<file path="src/rtl/pcpi_chk_pkg.sv">
// Shared types for the PCPI lockstep checker: FSM state, error codes and
// parameter legality helpers.
package pcpi_chk_pkg;

    typedef enum logic [1:0] {
        ST_IDLE   = 2'd0,
        ST_ISSUE  = 2'd1,
        ST_REPORT = 2'd2
    } state_e;

    typedef enum logic [2:0] {
        ERR_NONE    = 3'd0,
        ERR_SKEW    = 3'd1,
        ERR_WR      = 3'd2,
        ERR_RD      = 3'd3,
        ERR_TIMEOUT = 3'd4,
        ERR_DUP     = 3'd5
    } err_code_e;

    // Operand width must be RV32 or RV64.
    function automatic bit xlen_legal(input int unsigned xlen);
        return (xlen == 32) || (xlen == 64);
    endfunction

endpackage

</file>
<file path="src/rtl/pcpi_lockstep_checker_side.sv">
// One side (ref or mut) of the lockstep checker: records the first ready
// pulse of a transaction, captures wr/rd with it, and flags repeat readies.
//   clk, resetn    : clock, synchronous active-low reset
//   active         : checker is in ISSUE; ack is cleared whenever low
//   ready, wr, rd  : PCPI response of this side
//   acked_c        : side has acked (registered flag or first ready now)
//   dup_c          : ready seen again after the side already acked
//   wr_c, rd_c     : effective captured response (bypassed on first ready)
module pcpi_chk_side
    import pcpi_chk_pkg::*;
#(
    parameter int unsigned XLEN = 32
) (
    input  logic            clk,
    input  logic            resetn,
    input  logic            active,
    input  logic            ready,
    input  logic            wr,
    input  logic [XLEN-1:0] rd,
    output logic            acked_c,
    output logic            dup_c,
    output logic            wr_c,
    output logic [XLEN-1:0] rd_c
);

    logic            ack_q, ack_d;
    logic            wr_q, wr_d;
    logic [XLEN-1:0] rd_q, rd_d;
    logic            first_c;

    // Capture on the first ready of the transaction only.
    always_comb begin
        first_c = active && ready && !ack_q;
        dup_c   = active && ready && ack_q;
        ack_d   = active && (ack_q || first_c);
        wr_d    = first_c ? wr : wr_q;
        rd_d    = first_c ? rd : rd_q;
        acked_c = ack_q || first_c;
        wr_c    = wr_d;
        rd_c    = rd_d;
    end

    always_ff @(posedge clk) begin
        if (!resetn) begin
            ack_q <= 1'b0;
            wr_q  <= 1'b0;
            rd_q  <= '0;
        end else begin
            ack_q <= ack_d;
            wr_q  <= wr_d;
            rd_q  <= rd_d;
        end
    end

endmodule

</file>
<file path="config.mk">
export PLATFORM = sky130hd
export DESIGN_NAME = pcpi_chk_side
export DESIGN_NICKNAME = d
export VERILOG_FILES = /design/src/rtl/pcpi_chk_pkg.sv /design/src/rtl/pcpi_lockstep_checker_side.sv
export SDC_FILE = /design/constraint.sdc
export NUM_CORES = 1
export LEC_CHECK = 0
export ABC_AREA = 0
export CORE_MARGIN = 5
export CORE_UTILIZATION = 30
export CTS_BUF_LIST = sky130_fd_sc_hd__clkbuf_16
export DETAILED_ROUTE_END_ITERATION = 7
export PLACE_DENSITY = 0.59
export SLEW_MARGIN = 20
export SYNTH_ARGS = -nofsm -noshare
export SYNTH_HDL_FRONTEND = slang
export SYNTH_SLANG_ARGS = --single-unit
</file>
<file path="constraint.sdc">
create_clock -name clk -period 3.1 [get_ports clk]
set_clock_uncertainty 0.05 [all_clocks]
set_input_delay 0.465 -clock clk [delete_from_list [all_inputs] [get_ports clk]]
set_output_delay 0.465 -clock clk [all_outputs]
set_load 0.05 [all_outputs]
</file>
==> impl_metrics.py <==
metrics = {
    "clock_tree": {
        "cts_resized": 0,
        "numCtsBuffers": 5,
        "cts.sinks": 34,
        "clk_pin_slew_worst_paths_ns": 0.05,
        "cts_max_level": 2,
        "cts_tree": "built",
        "cts_buffer_depth": 2,
        "clock_latency_ns": 0.27,
        "postCtsSetupBuffers": 0,
        "holdBufCountCts": 0,
        "cts-root-buf": "clkbuf_16",
    },
    "final_layout": {
        "drive_gt1_share_pct": 30.8,
        "final_cell_area_um2": 2740,
        "final_cell_mix": "nand2_1, clkdlybuf4s50_1, dfxtp_1",
        "fillers": 641,
        "layout_commonest_cell": "nand2_1",
        "nNetsFinal": 289,
        "n_antenna_cell": 0,
        "area_delta_synth_final_pct": 42.3,
    },
    "power": {
        "ir_drop_v": 0.000234,
        "switching_share_pct": 29.9,
        "switchingPower_w": 0.000393,
        "clkPwrFrac_pct": 35.1,
        "p_per_area_nw_per_um2": 479,
        "p_int_w": 0.000921,
        "p_leak_nw": 1.26,
        "p_comb_share_pct": 29.1,
        "power_frac_seq_pct": 35.9,
    },
    "placement": {
        "globalplace.congestion": 0.669,
        "portBuffers": 71,
        "placed_area_um2": 2600,
        "dp_slack_ns": 0.435,
        "hpwlAfterDp_um": 2810,
    },
    "worst_setup_path": {
        "slowest_stage": "clkdlybuf4s50_1",
        "cp.arrival_ns": 2.13,
        "worst-path-buf-inv": 3,
        "crit_path_end_kind": "output port",
        "crit_path_max_incr_delay_ns": 0.58,
        "reg2reg_slack_ns": 1.61,
        "worst_setup_path_start_kind": "input pin",
        "cp_common_cell": "buf_4",
        "crit_required_ns": 2.58,
        "crit_type": "input pin to output port",
        "crit_path_max_fanout": 16,
        "crit_chain": "clkdlybuf4s50_1 -> nand3b_4 -> buf_4 -> mux2_4 -> buf_4",
        "r2r-start": "ack_q$_SDFF_PN0_",
        "cp-startpoint": "ready",
        "cp_top_family": "buffers and inverters",
    },
    "detailed_routing": {
        "ant_nets": 0,
        "drt_iter0_drc": 31,
        "drc": 0,
        "via_count": 1449,
        "totalWireLength_um": 3950,
        "firstDrtPassIters": 3,
        "routedWlPerCell_um": 12.0,
        "viasPerCell": 4.39,
    },
    "synth": {
        "synth_area_um2": 1930,
        "ys_seq_elements": 34,
        "postSynthNetCount": 222,
        "yosysUniqueCellTypes": 16,
        "synth_cells": 185,
        "netlist.area_leader.share_pct": 35.3,
        "yosysTopAreaCell": "dfxtp_1",
        "synth_warnings": 0,
        "synth.area.top_cells": "dfxtp_1, mux2_4, mux2i_1",
        "syn-mean-instance-area_um2": 10.4,
        "ys_seq_area_share_pct": 35.3,
    },
    "timing": {
        "setup_viol": 0,
        "slew_viol_final": 0,
        "rsz0062_at_grt": "no",
        "relSlewSlack_pct": 59.3,
        "finalSetupTns_ns": 0,
        "fmax_mhz": 378,
        "hold_viol_final": 0,
        "period_minus_slack_ns": 2.64,
        "min_period_over_period_pct": 85.2,
        "worst_pin_slew_ns": 0.611,
        "setup_ws_ns": 0.457,
    },
    "global_routing": {
        "grt_pass1_wl_um": 6940,
        "grt_most_used_layer": "met2",
        "grt_use_met2_pct": 15.7,
        "antenna_found_initial": 0,
        "grt_util_met3_pct": 4.67,
        "grtUsageMet1_pct": 12.9,
        "grt.total_usage_pct": 10.2,
        "overflow": 0,
        "grt_pass1_vias": 1447,
        "grt_max_degree": 68,
    },
    "floorplanning": {
        "initial_core_util_pct": 30.5,
        "dieArea_um2": 8130,
        "core_area_um2": 6310,
        "die_h_um": 90.1,
        "ioPinCount": 72,
        "rows": 29,
        "die_w_um": 90.1,
    },
    "hold_path": {
        "hold_class": "flip-flop to flip-flop",
        "hold_start": "rd_q[26]$_SDFF_PN0_",
    },
    "job": {
        "drv_cap": 0,
    },
    "outcome": {
        "run_status": "completed",
    },
}
## Yosys cell counts (all sizes together)
master  instances
dfxtp          34
buf             9
a21o            1
clkbuf          5
mux2           33
o211a           1
mux2i          33
nand2          66
and3b           1
and3            1
nand3b          1
## cells by family after synthesis
logic type             share of synthesized area, %
AO/OA/AOI/OAI                                 0.909
buffers and inverters                          6.82
flip-flops                                     35.3
multiplexers                                   42.3
AND/OR/NAND/NOR                                14.7
## layout make-up
class | instances | area [um2] | area share (%)
multi-input cells | 137 | 1120 | 40.7
well taps | 77 | 96.3 | 3.51
clock inverters | 3 | 12.5 | 0.456
clock buffers | 5 | 125 | 4.56
repair buffers | 74 | 711 | 25.9
flip-flops and latches | 34 | 681 | 24.8
## tightest hold or removal path: stages, from the launching register on
cell	delay, ns
dfxtp_1	0.30
nand2_1	0.05
mux2i_1	0.05
## worst paths after layout
kind                               to  depth (start not counted)
hold / removal    rd_q[26]$_SDFF_PN0_                          2
setup reg to reg   rd_q[6]$_SDFF_PN0_                          3
hold reg to reg   rd_q[26]$_SDFF_PN0_                          2
setup / recovery              rd_c[7]                          5
## state kept, by name, summed over array words and instances (netlist names)
signal / cells
rd_q: 32
ack_q: 1
wr_q: 1
## power by group through the flow
stage          combinational (W)  clock (W)  sequential [W]
3_3_place_gp            0.000385          0        0.000480
3_5_place_dp            0.000386          0        0.000480
6_report                0.000382   0.000461        0.000471
2_1_floorplan           0.000269          0        0.000477
4_1_cts                 0.000387   0.000478        0.000471
5_1_grt                 0.000406   0.000498        0.000474
## per-layer routing
layer / share of wire [%] / wire length [um] / vias up
met2: 45 / 1780 / 40
met5: 0 / 0 / -
met1: 47 / 1870 / 648
met4: 0.73 / 29 / 0
li1: - / - / 757
met3: 6.8 / 267 / 4
## stage by stage
| step | instances | utilization [%] | power [W] | hold slack (ns) |
|---|---|---|---|---|
| 4_1_cts | 330 | 43.4 | 0.00134 | 0.409 |
| 6_report | 330 | 43.4 | 0.00131 | 0.406 |
| 5_1_grt | 330 | 43.4 | 0.00138 | 0.424 |
| 3_5_place_dp | 322 | 41.2 | 0.000867 | 0.399 |
| 2_1_floorplan | 185 | - | 0.000746 | 0.381 |
| 3_3_place_gp | 322 | 41.2 | 0.000865 | 0.390 |
Power figures use the tool's default switching activity.
